`config.mk`:
```
export PLATFORM = sky130hd
export DESIGN_NAME = cdb_broadcaster_flat
export DESIGN_NICKNAME = d
export VERILOG_FILES = /design/src/rtl/cdb_broadcaster_if.sv /design/src/rtl/cdb_broadcaster.sv /design/src/flat_wrapper.sv
export SDC_FILE = /design/constraint.sdc
export NUM_CORES = 1
export LEC_CHECK = 0
export ABC_AREA = 0
export BUFFER_PORTS_ARGS = -buffer_cell sky130_fd_sc_hd__clkbuf_2
export CAP_MARGIN = 20
export CORE_UTILIZATION = 47
export CTS_CLUSTER_SIZE = 14
export DETAILED_ROUTE_END_ITERATION = 10
export PLACE_DENSITY_LB_ADDON = 0.08
export SKIP_CTS_REPAIR_TIMING = 1
export SYNTH_ARGS = -nofsm -noshare
export SYNTH_HDL_FRONTEND = slang
export SYNTH_SLANG_ARGS = --single-unit
export TNS_END_PERCENT = 20
```
`constraint.sdc`:
```
create_clock -name clk -period 4.15 [get_ports clk]
set_clock_uncertainty 0.1 [all_clocks]
set_input_delay 1.245 -clock clk [delete_from_list [all_inputs] [get_ports clk]]
set_output_delay 1.245 -clock clk [all_outputs]
set_load 0.05 [all_outputs]
```
`src/rtl/cdb_broadcaster_if.sv`:
```
// Bus bundle for the CDB broadcaster: per-source result handshake plus the broadcast channel.
// master = result producers / bus watchers, slave = the broadcaster itself.
interface cdb_broadcaster_if #(
  parameter int NSRC = 3
);
  localparam int SW = (NSRC > 1) ? $clog2(NSRC) : 1;

  logic [NSRC-1:0]    src_valid;
  logic [5*NSRC-1:0]  src_label;
  logic [32*NSRC-1:0] src_data;
  logic [NSRC-1:0]    src_ready;
  logic               BCEN;
  logic [4:0]         BClabel;
  logic [31:0]        BCdata;
  logic [SW-1:0]      BCsrc;
  logic               drop_err;

  modport master (
    output src_valid, src_label, src_data,
    input  src_ready, BCEN, BClabel, BCdata, BCsrc, drop_err
  );

  modport slave (
    input  src_valid, src_label, src_data,
    output src_ready, BCEN, BClabel, BCdata, BCsrc, drop_err
  );
endinterface

```
`src/rtl/cdb_broadcaster.sv`:
```
// Common Data Bus transmitter: per-source FIFOs, round-robin arbiter, registered broadcast.
// A result enqueued at edge E is on the bus after edge E+1; src_ready is registered (full => 0, no pop pass-through).
module cdb_broadcaster #(
  parameter int NSRC  = 3,
  parameter int DEPTH = 2
) (
  input  logic             clk,
  input  logic             rst,
  cdb_broadcaster_if.slave bus
);
  localparam int AW = (DEPTH > 1) ? $clog2(DEPTH) : 1;
  localparam int SW = (NSRC > 1) ? $clog2(NSRC) : 1;

  logic [4:0]    lbl_mem_q [NSRC][DEPTH];
  logic [31:0]   dat_mem_q [NSRC][DEPTH];
  logic [AW-1:0] wr_q  [NSRC];
  logic [AW-1:0] wr_d  [NSRC];
  logic [AW-1:0] rd_q  [NSRC];
  logic [AW-1:0] rd_d  [NSRC];
  logic [AW:0]   cnt_q [NSRC];
  logic [AW:0]   cnt_d [NSRC];
  logic [SW-1:0] ptr_q, ptr_d;
  logic          bcen_q;
  logic [4:0]    bclabel_q;
  logic [31:0]   bcdata_q;
  logic [SW-1:0] bcsrc_q;
  logic          drop_q, drop_d;

  logic [NSRC-1:0] rdy, xfer, push, pop, nonempty;
  logic            any_vld;
  logic [SW-1:0]   win;
  logic [SW:0]     idx;
  logic [4:0]      head_lbl;
  logic [31:0]     head_dat;

  always_comb begin
    rdy      = '0;
    nonempty = '0;
    xfer     = '0;
    push     = '0;
    for (int i = 0; i < NSRC; i++) begin
      rdy[i]      = cnt_q[i] < (AW+1)'(DEPTH);
      nonempty[i] = cnt_q[i] != '0;
      xfer[i]     = bus.src_valid[i] && rdy[i];
      // Label 0 means "no producer": the transfer completes but nothing is queued.
      push[i]     = xfer[i] && (bus.src_label[5*i +: 5] != 5'd0);
    end
  end

  always_comb begin
    any_vld = 1'b0;
    win     = '0;
    idx     = '0;
    for (int k = 0; k < NSRC; k++) begin
      idx = {1'b0, ptr_q} + (SW+1)'(k);
      if (idx >= (SW+1)'(NSRC)) idx = idx - (SW+1)'(NSRC);
      if (!any_vld && nonempty[idx[SW-1:0]]) begin
        any_vld = 1'b1;
        win     = idx[SW-1:0];
      end
    end
  end

  assign head_lbl = lbl_mem_q[win][rd_q[win]];
  assign head_dat = dat_mem_q[win][rd_q[win]];

  always_comb begin
    pop    = '0;
    ptr_d  = ptr_q;
    drop_d = drop_q | (|(xfer & ~push));
    for (int i = 0; i < NSRC; i++) begin
      pop[i]   = any_vld && (win == SW'(i));
      wr_d[i]  = push[i] ? wr_q[i] + AW'(1) : wr_q[i];
      rd_d[i]  = pop[i]  ? rd_q[i] + AW'(1) : rd_q[i];
      cnt_d[i] = cnt_q[i];
      case ({push[i], pop[i]})
        2'b10:   cnt_d[i] = cnt_q[i] + (AW+1)'(1);
        2'b01:   cnt_d[i] = cnt_q[i] - (AW+1)'(1);
        default: cnt_d[i] = cnt_q[i];
      endcase
    end
    if (any_vld) ptr_d = (win == SW'(NSRC-1)) ? '0 : win + SW'(1);
  end

  always_ff @(posedge clk) begin
    if (rst) begin
      for (int i = 0; i < NSRC; i++) begin
        cnt_q[i] <= '0;
        wr_q[i]  <= '0;
        rd_q[i]  <= '0;
      end
      ptr_q     <= '0;
      bcen_q    <= 1'b0;
      bclabel_q <= '0;
      bcdata_q  <= '0;
      bcsrc_q   <= '0;
      drop_q    <= 1'b0;
    end else begin
      for (int i = 0; i < NSRC; i++) begin
        cnt_q[i] <= cnt_d[i];
        wr_q[i]  <= wr_d[i];
        rd_q[i]  <= rd_d[i];
      end
      ptr_q  <= ptr_d;
      bcen_q <= any_vld;
      drop_q <= drop_d;
      if (any_vld) begin
        bclabel_q <= head_lbl;
        bcdata_q  <= head_dat;
        bcsrc_q   <= win;
      end else begin
        bclabel_q <= '0;
      end
    end
  end

  // Storage needs no reset: entries are only visible through the counts.
  always_ff @(posedge clk) begin
    for (int i = 0; i < NSRC; i++) begin
      if (push[i]) begin
        lbl_mem_q[i][wr_q[i]] <= bus.src_label[5*i +: 5];
        dat_mem_q[i][wr_q[i]] <= bus.src_data[32*i +: 32];
      end
    end
  end

  assign bus.src_ready = rdy;
  assign bus.BCEN      = bcen_q;
  assign bus.BClabel   = bclabel_q;
  assign bus.BCdata    = bcdata_q;
  assign bus.BCsrc     = bcsrc_q;
  assign bus.drop_err  = drop_q;
endmodule

```
`src/flat_wrapper.sv`:
```
// flat-port wrapper written by rule: the top's interface ports become plain ports
module cdb_broadcaster_flat 
#(
  parameter int NSRC  = 3,
  parameter int DEPTH = 2
)
  (clk, rst, bus_src_valid, bus_src_label, bus_src_data, bus_src_ready, bus_BCEN, bus_BClabel, bus_BCdata, bus_BCsrc, bus_drop_err);
  cdb_broadcaster_if #(.NSRC(NSRC)) bus_i ();
  input  logic clk;
  input  logic rst;
  input wire logic [$bits(bus_i.src_valid)-1:0] bus_src_valid;
  input wire logic [$bits(bus_i.src_label)-1:0] bus_src_label;
  input wire logic [$bits(bus_i.src_data)-1:0] bus_src_data;
  output wire logic [$bits(bus_i.src_ready)-1:0] bus_src_ready;
  output wire logic [$bits(bus_i.BCEN)-1:0] bus_BCEN;
  output wire logic [$bits(bus_i.BClabel)-1:0] bus_BClabel;
  output wire logic [$bits(bus_i.BCdata)-1:0] bus_BCdata;
  output wire logic [$bits(bus_i.BCsrc)-1:0] bus_BCsrc;
  output wire logic [$bits(bus_i.drop_err)-1:0] bus_drop_err;
  assign bus_i.src_valid = bus_src_valid;
  assign bus_i.src_label = bus_src_label;
  assign bus_i.src_data = bus_src_data;
  assign bus_src_ready = bus_i.src_ready;
  assign bus_BCEN = bus_i.BCEN;
  assign bus_BClabel = bus_i.BClabel;
  assign bus_BCdata = bus_i.BCdata;
  assign bus_BCsrc = bus_i.BCsrc;
  assign bus_drop_err = bus_i.drop_err;
  cdb_broadcaster #(.NSRC(NSRC), .DEPTH(DEPTH)) u_core (.clk(clk), .rst(rst), .bus(bus_i));
endmodule
```
==> results of run 1 <==
==> area by class of cell <==
| cell class | instances | area [um2] |
|---|---|---|
| Tap cell | 285 | 356.6 |
| Multi-Input combinational cell | 464 | 2816 |
| Antenna cell | 1 | 2.502 |
| Clock buffer | 39 | 783.3 |
| Timing Repair Buffer | 178 | 1001 |
| Inverter | 11 | 41.29 |
| Sequential cell | 277 | 7767 |
| Clock inverter | 14 | 176.4 |
| Fill cell | 1838 | 9627 |
==> stage by stage <==
stage	setup slack, ns	total power, uW	utilization, %	cell area, um2	hold slack (ns)
global placement	0.7705	8781	52.91	11940	0.3572
finish	0.7178	11500	57.35	12940	0.3729
floorplan	0.5023	7578	-	10800	0.3640
CTS	0.7399	11560	57.34	12940	0.3780
global route	0.5064	12130	57.34	12940	0.4142
detailed placement	0.7566	8957	53.09	11980	0.3644
==> final timing paths <==
| kind | from | endpoint | slack (ns) | depth (start not counted) |
|---|---|---|---|---|
| worst max-delay path | u_core.ptr_q[0] | u_core.bus.BCdata[19] | 0.72 | 10 |
| worst min-delay path | u_core.bus.drop_err | u_core.bus.drop_err | 0.37 | 2 |
| worst max register to register | u_core.ptr_q[0] | u_core.bus.BCdata[19] | 0.72 | 10 |
| worst min register to register | u_core.bus.drop_err | u_core.bus.drop_err | 0.37 | 2 |
==> registers in the layout, summed over array words and instances (netlist names) <==
name	flops
u_core.rd_q	3
u_core.bus.BClabel	5
u_core.dat_mem_q	192
u_core.bus.BCsrc	2
u_core.bus.BCdata	32
u_core.bus.BCEN	1
u_core.lbl_mem_q	30
u_core.ptr_q	2
u_core.bus.drop_err	1
u_core.wr_q	3
u_core.cnt_q	6
==> layout by cell type (no fill, tap or decap), types with 16 or more instances in the layout <==
| cell type | n |
|---|---|
| a211o_1 | 33 |
| a21oi_1 | 39 |
| a311o_1 | 32 |
| a311oi_1 | 27 |
| a311oi_2 | 16 |
| clkbuf_16 | 29 |
| clkbuf_2 | 159 |
| dfxtp_1 | 55 |
| edfxtp_1 | 222 |
| nand2_1 | 121 |
| nor2_1 | 130 |
==> cell families after synthesis <==
logic type / share of synthesized area [%]
compound gates: 13.65
fa+ha+maj: 0.6948
simple gates: 10.03
buf+inv: 2.837
xor+xnor: 0.8918
flops: 71.89
==> synthesized netlist by cell type, types with 2 or more instances <==
cell type,n,area [um2]
a211o_1,34,297.8
a21oi_1,39,195.2
a311o_1,32,320.3
a311oi_1,27,236.5
a311oi_2,16,240.2
and2_1,2,12.51
buf_1,5,18.77
buf_2,8,40.04
buf_6,7,78.83
clkbuf_1,34,127.6
dfxtp_1,55,1101
edfxtp_1,222,6666
ha_1,6,75.07
inv_1,11,41.29
nand2_1,122,457.9
nand2b_1,2,12.51
nand3_1,2,10.01
nor2_1,136,510.5
nor3_1,4,20.02
o211ai_1,2,15.01
o21a_1,5,37.54
o21ai_0,7,35.03
o221ai_1,2,17.52
or3_1,3,18.77
xnor2_1,8,70.07
xor2_1,3,26.28
==> per-layer routing <==
metal | vias to the layer above | part of all wire (%) | GRT usage (%)
met5 | - | 0 | 0
met4 | 0 | 2.6 | 7.714
met3 | 46 | 6.7 | 4.115
met2 | 277 | 47 | 37.27
met1 | 3579 | 44 | 32.14
li1 | 3325 | - | -
==> worst reg2reg max path, stage by stage, from the launching register on <==
cell,delay (ns)
dfxtp_1,0.35
inv_1,0.07
ha_1,0.40
o2bb2ai_1,0.18
and4b_4,0.24
a2bb2oi_4,0.34
inv_2,0.07
and2_1,0.21
a211o_2,0.66
a311o_1,0.42
a311oi_1,0.29
==> power by group <==
group	switching, uW	total (uW)	internal (uW)
clock	1030	2600	1570
combinational	3410	5090	1670
sequential	222	3810	3590
==> qor.csv, run 1 <==
stage,metric,value,unit
grt,pin count of the biggest net entering global routing,76,
synthesis,register area share after synthesis,71.89,%
sta,RSZ-0062 raised after global routing,false,
place,number of buffers added on ports,159,
sta,max frequency,291.4,MHz
clock_network,CTS Sinks,277,
synthesis,mapped cell area,10800,um2
synthesis,"Avg Cell Area, Syn",13.40,um2
synthesis,number of synthesized register bits,277,
critical_path,WP buf/inv,2,
clock_network,cts bufs inserted,29,
critical_path,startpoint types,flop,
synthesis,"EDFF count, synth",222,
clock_network,CTS H-tree depth,1,
detailed_routing,via count,7227,
detailed_routing,drt wl/cell,21.30,um
die,row cnt,55,
synthesis,Post-synth top flop,edfxtp_1,
critical_path,crit-path max FO,37,
critical_path,CP Cell Sequence,"inv_1, ha_1, o2bb2ai_1, and4b_4, a2bb2oi_4, inv_2, and2_1, a211o_2, a311o_1, a311oi_1",
detailed_routing,Total Wirelength,27030,um
pwr,Max VDD drop,0.4646,mV
critical_path,critical path's largest stage delay,0.66,ns
pwr,P_leak,0.004808,uW
sta,"Slew Viols, Final",0,
detailed_routing,Pre-antenna DRT Iters,5,
grt,gr usage total,23.24,%
outcome,status,"finished, final reports clean",
sta,Final min period,3.432,ns
detailed_routing,Avg Vias per Cell,5.695,
layout,fin cells,1269,
critical_path,CP max stage cell,a211o_2,
critical_path,Worst Path Arrival,3.78,ns
clock_network,CTS Root Cell,clkbuf_16,
grt,vias in the first global route,7359,
detailed_routing,final antenna-violating net count,0,
synthesis,Yosys Warn Count,0,
hold_path,class of the worst hold path,flop to flop,
die,die height,153.6,um
flow_run,max cap viols,0,
sta,final setup fails,0,
synthesis,post-synth net total,928,
layout,Area growth syn-to-layout,19.81,%
grt,first-pass GRT wire length,41770,um
die,CORE AREA,22570,um2
sta,Slew @ Worst Pin,1.000,ns
pwr,Pwr Density,888.2,nW/um2
sta,final worst-path cycle share,82.70,%
die,Die ar.,23600,um2
die,starting density of the core,47.87,%
critical_path,CP Data Required Time,4.50,ns
synthesis,Post-Synthesis Cells,806,
die,I/O pin count,160,
layout,Nets,1083,
clock_network,Clock Path Buffers,3,
sta,Fin Setup TNS,0,ns
place,Placer Congestion,0.8019,
detailed_routing,DR iter-0 viols,491,
critical_path,CP Capture Type,flop,
place,HPWL after DPL,16630,um
critical_path,WS Path Type,flop to flop,
grt,initial antenna violation count,1,
clock_network,Clock Pin Slew Worst Setup and Hold Paths,0.06,ns
sta,final hold violations,0,
sta,Max transition margin,33.33,%
grt,Congestion Overflow GR,0,
place,dpl cells,1215,
clock_network,worst skew pair latency,0.55,ns
clock_network,CTS tree,yes,
die,chip width,153.6,um
critical_path,CP top delay family,compound AO/OA/AOI/OAI gates,
detailed_routing,drt drc,0,
synthesis,"Distinct cells, synth",38,
synthesis,asr flop ratio synth,0,%
layout,share of post-route cells with drive strength above 1,25.94,%
(Power assumes the default switching activity.)
==> run 2: changes to the inputs <==
==> constraint.sdc (replaced) <==
create_clock -name clk -period 3 [get_ports clk]
set_clock_uncertainty 0.1 [all_clocks]
set_input_delay 0.9 -clock clk [delete_from_list [all_inputs] [get_ports clk]]
set_output_delay 0.9 -clock clk [all_outputs]
set_load 0.05 [all_outputs]
==> run 2 against run 1 <==
Compared with the run above:
- combinational power rose by 45%
- setup slack got worse by 0.66 ns
- highest routed layer unchanged
- cell count rose by 0.55%
- first-iteration DRC count fell by 3.7%
- non-clock buffer count rose by 8
- critical path type unchanged
- core utilization up 1.1 points
- largest power group unchanged
- global-route usage decreased by 0.94 points
- worst hold slack better by 0.023 ns
- critical path depth stayed put
==> qor.csv, run 2 (synthesized netlist as in run 1, its figures left out) <==
stage,metric,value,unit
place,dpl cells,1223,
grt,gr usage total,22.30,%
die,die height,153.6,um
die,Die ar.,23600,um2
critical_path,startpoint types,flop,
die,starting density of the core,47.87,%
clock_network,CTS Sinks,277,
detailed_routing,DR iter-0 viols,473,
critical_path,critical path's largest stage delay,0.43,ns
pwr,clock network power share,22.2,%
detailed_routing,top layer in use,met4,
place,HPWL after DPL,16450,um
layout,max FFs per register,192,
sta,RSZ-0062 raised after global routing,false,
sta,"Slew Viols, Final",0,
layout,"commonest non-fill, non-tap cell in the layout",edfxtp_1,
layout,Nets,1091,
detailed_routing,Pre-antenna DRT Iters,5,
layout,"commonest non-fill, non-tap cells in the layout","edfxtp_1, clkbuf_2, nor2_1",
sta,Slew @ Worst Pin,0.6813,ns
grt,first-pass GRT wire length,40140,um
pwr,internal power,9769,uW
die,I/O pin count,160,
place,post-place setup slack,0.0008891,ns
grt,initial antenna violation count,0,
clock_network,CTS tree,yes,
grt,vias in the first global route,7277,
sta,setup ws final,0.05582,ns
detailed_routing,Metal-1 WL,11390,um
outcome,status,"finished, final reports clean",
layout,Ant. Diodes,0,
place,Placer Congestion,0.7936,
clock_network,Clock Pin Slew Worst Setup and Hold Paths,0.06,ns
sta,Fin Setup TNS,0,ns
pwr,sequential power share,32.4,%
pwr,Max VDD drop,0.7483,mV
layout,fin cells,1276,
clock_network,worst skew pair latency,0.55,ns
pwr,P_leak,0.004898,uW
pwr,total net switching power,6500,uW
layout,Area growth syn-to-layout,22.03,%
critical_path,CP Data Required Time,3.36,ns
die,CORE AREA,22570,um2
die,chip width,153.6,um
layout,final instance area,13180,um2
sta,Max transition margin,54.47,%
critical_path,CP max stage cell,dfxtp_1,
pwr,Pwr Density,1234,nW/um2
detailed_routing,routed wl met2,12880,um
clock_network,CTS Root Cell,clkbuf_16,
clock_network,CTS H-tree depth,1,
detailed_routing,Total Wirelength,26270,um
die,row cnt,55,
place,number of buffers added on ports,159,
sta,final worst-path cycle share,98.14,%
clock_network,Clock Path Buffers,3,
hold_path,class of the worst hold path,flop to flop,
place,Placed Area,12140,um2
sta,max frequency,339.7,MHz
grt,Congestion Overflow GR,0,
detailed_routing,drt wl/cell,20.59,um
detailed_routing,metal3 WL,1433,um
detailed_routing,Avg Vias per Cell,5.580,
detailed_routing,drt drc,0,
layout,share of post-route cells with drive strength above 1,27.55,%
critical_path,CP Capture Type,flop,
detailed_routing,via count,7120,
sta,final hold violations,0,
critical_path,crit-path max FO,18,
critical_path,Worst Path Arrival,3.31,ns
critical_path,WS Path Type,flop to flop,
flow_run,max cap viols,0,
clock_network,cts bufs inserted,29,
pwr,Gate power share,45.4,%
sta,Final min period,2.944,ns
detailed_routing,final antenna-violating net count,0,
critical_path,CP Cell Sequence,"inv_1, ha_1, nor4b_2, o21ai_0, a21o_1, and4_4, a211o_2, buf_12, a311o_1, a311oi_2",
grt,pin count of the biggest net entering global routing,67,
layout,utilization after layout,58.41,%
sta,final setup fails,0,
pwr,sw frac,39.95,%
run 2: worst paths after layout:
| kind | startpoint | end | slack, ns | cells past startpoint |
|---|---|---|---|---|
| hold / removal | u_core.bus.BCsrc[0] | u_core.bus.BCsrc[0] | 0.40 | 2 |
| hold reg to reg | u_core.bus.BCsrc[0] | u_core.bus.BCsrc[0] | 0.40 | 2 |
| setup / recovery | u_core.ptr_q[1] | u_core.bus.BCdata[5] | 0.06 | 10 |
| setup reg to reg | u_core.ptr_q[1] | u_core.bus.BCdata[5] | 0.06 | 10 |
run 2: area by class of cell:
class                           count  area (um2)
Clock inverter                     11       128.9
Tap cell                          285       356.6
Inverter                           11       41.29
Timing Repair Buffer              186        1161
Fill cell                        1833        9388
Sequential cell                   277        7767
Clock buffer                       42       854.6
Multi-Input combinational cell    464        2874
run 2: critical path, delay by kind of cell (launching register included):
family / cells / cell delay, ns
AO/OA/AOI/OAI: 5 / 1.33
adder cells (fa/ha/maj): 1 / 0.27
buffers and inverters: 2 / 0.25
flip-flops: 1 / 0.43
AND/OR/NAND/NOR: 2 / 0.48
run 2: metal layers:
| metal | GRT usage [%] | vias up |
|---|---|---|
| met3 | 3.692 | 46 |
| met5 | 0 | - |
| met4 | 6.667 | 0 |
| met1 | 28.91 | 3514 |
| li1 | - | 3338 |
| met2 | 38.53 | 222 |
run 2: metrics by stage:
stage / hold WS (ns) / total power, uW
3_3_place_gp: 0.3546 / 12380
4_1_cts: 0.3972 / 16220
5_1_grt: 0.4004 / 17190
6_report: 0.3957 / 16270
2_1_floorplan: 0.3640 / 10480
3_5_place_dp: 0.3833 / 12600
run 2: power by group through the flow:
stage | clock network (uW) | registers [uW] | logic (uW)
6_report | 3610 | 5270 | 7390
5_1_grt | 3810 | 5330 | 8050
4_1_cts | 3660 | 5270 | 7290
3_5_place_dp | 0 | 5340 | 7270
3_3_place_gp | 0 | 5320 | 7060
2_1_floorplan | 0 | 5960 | 4530
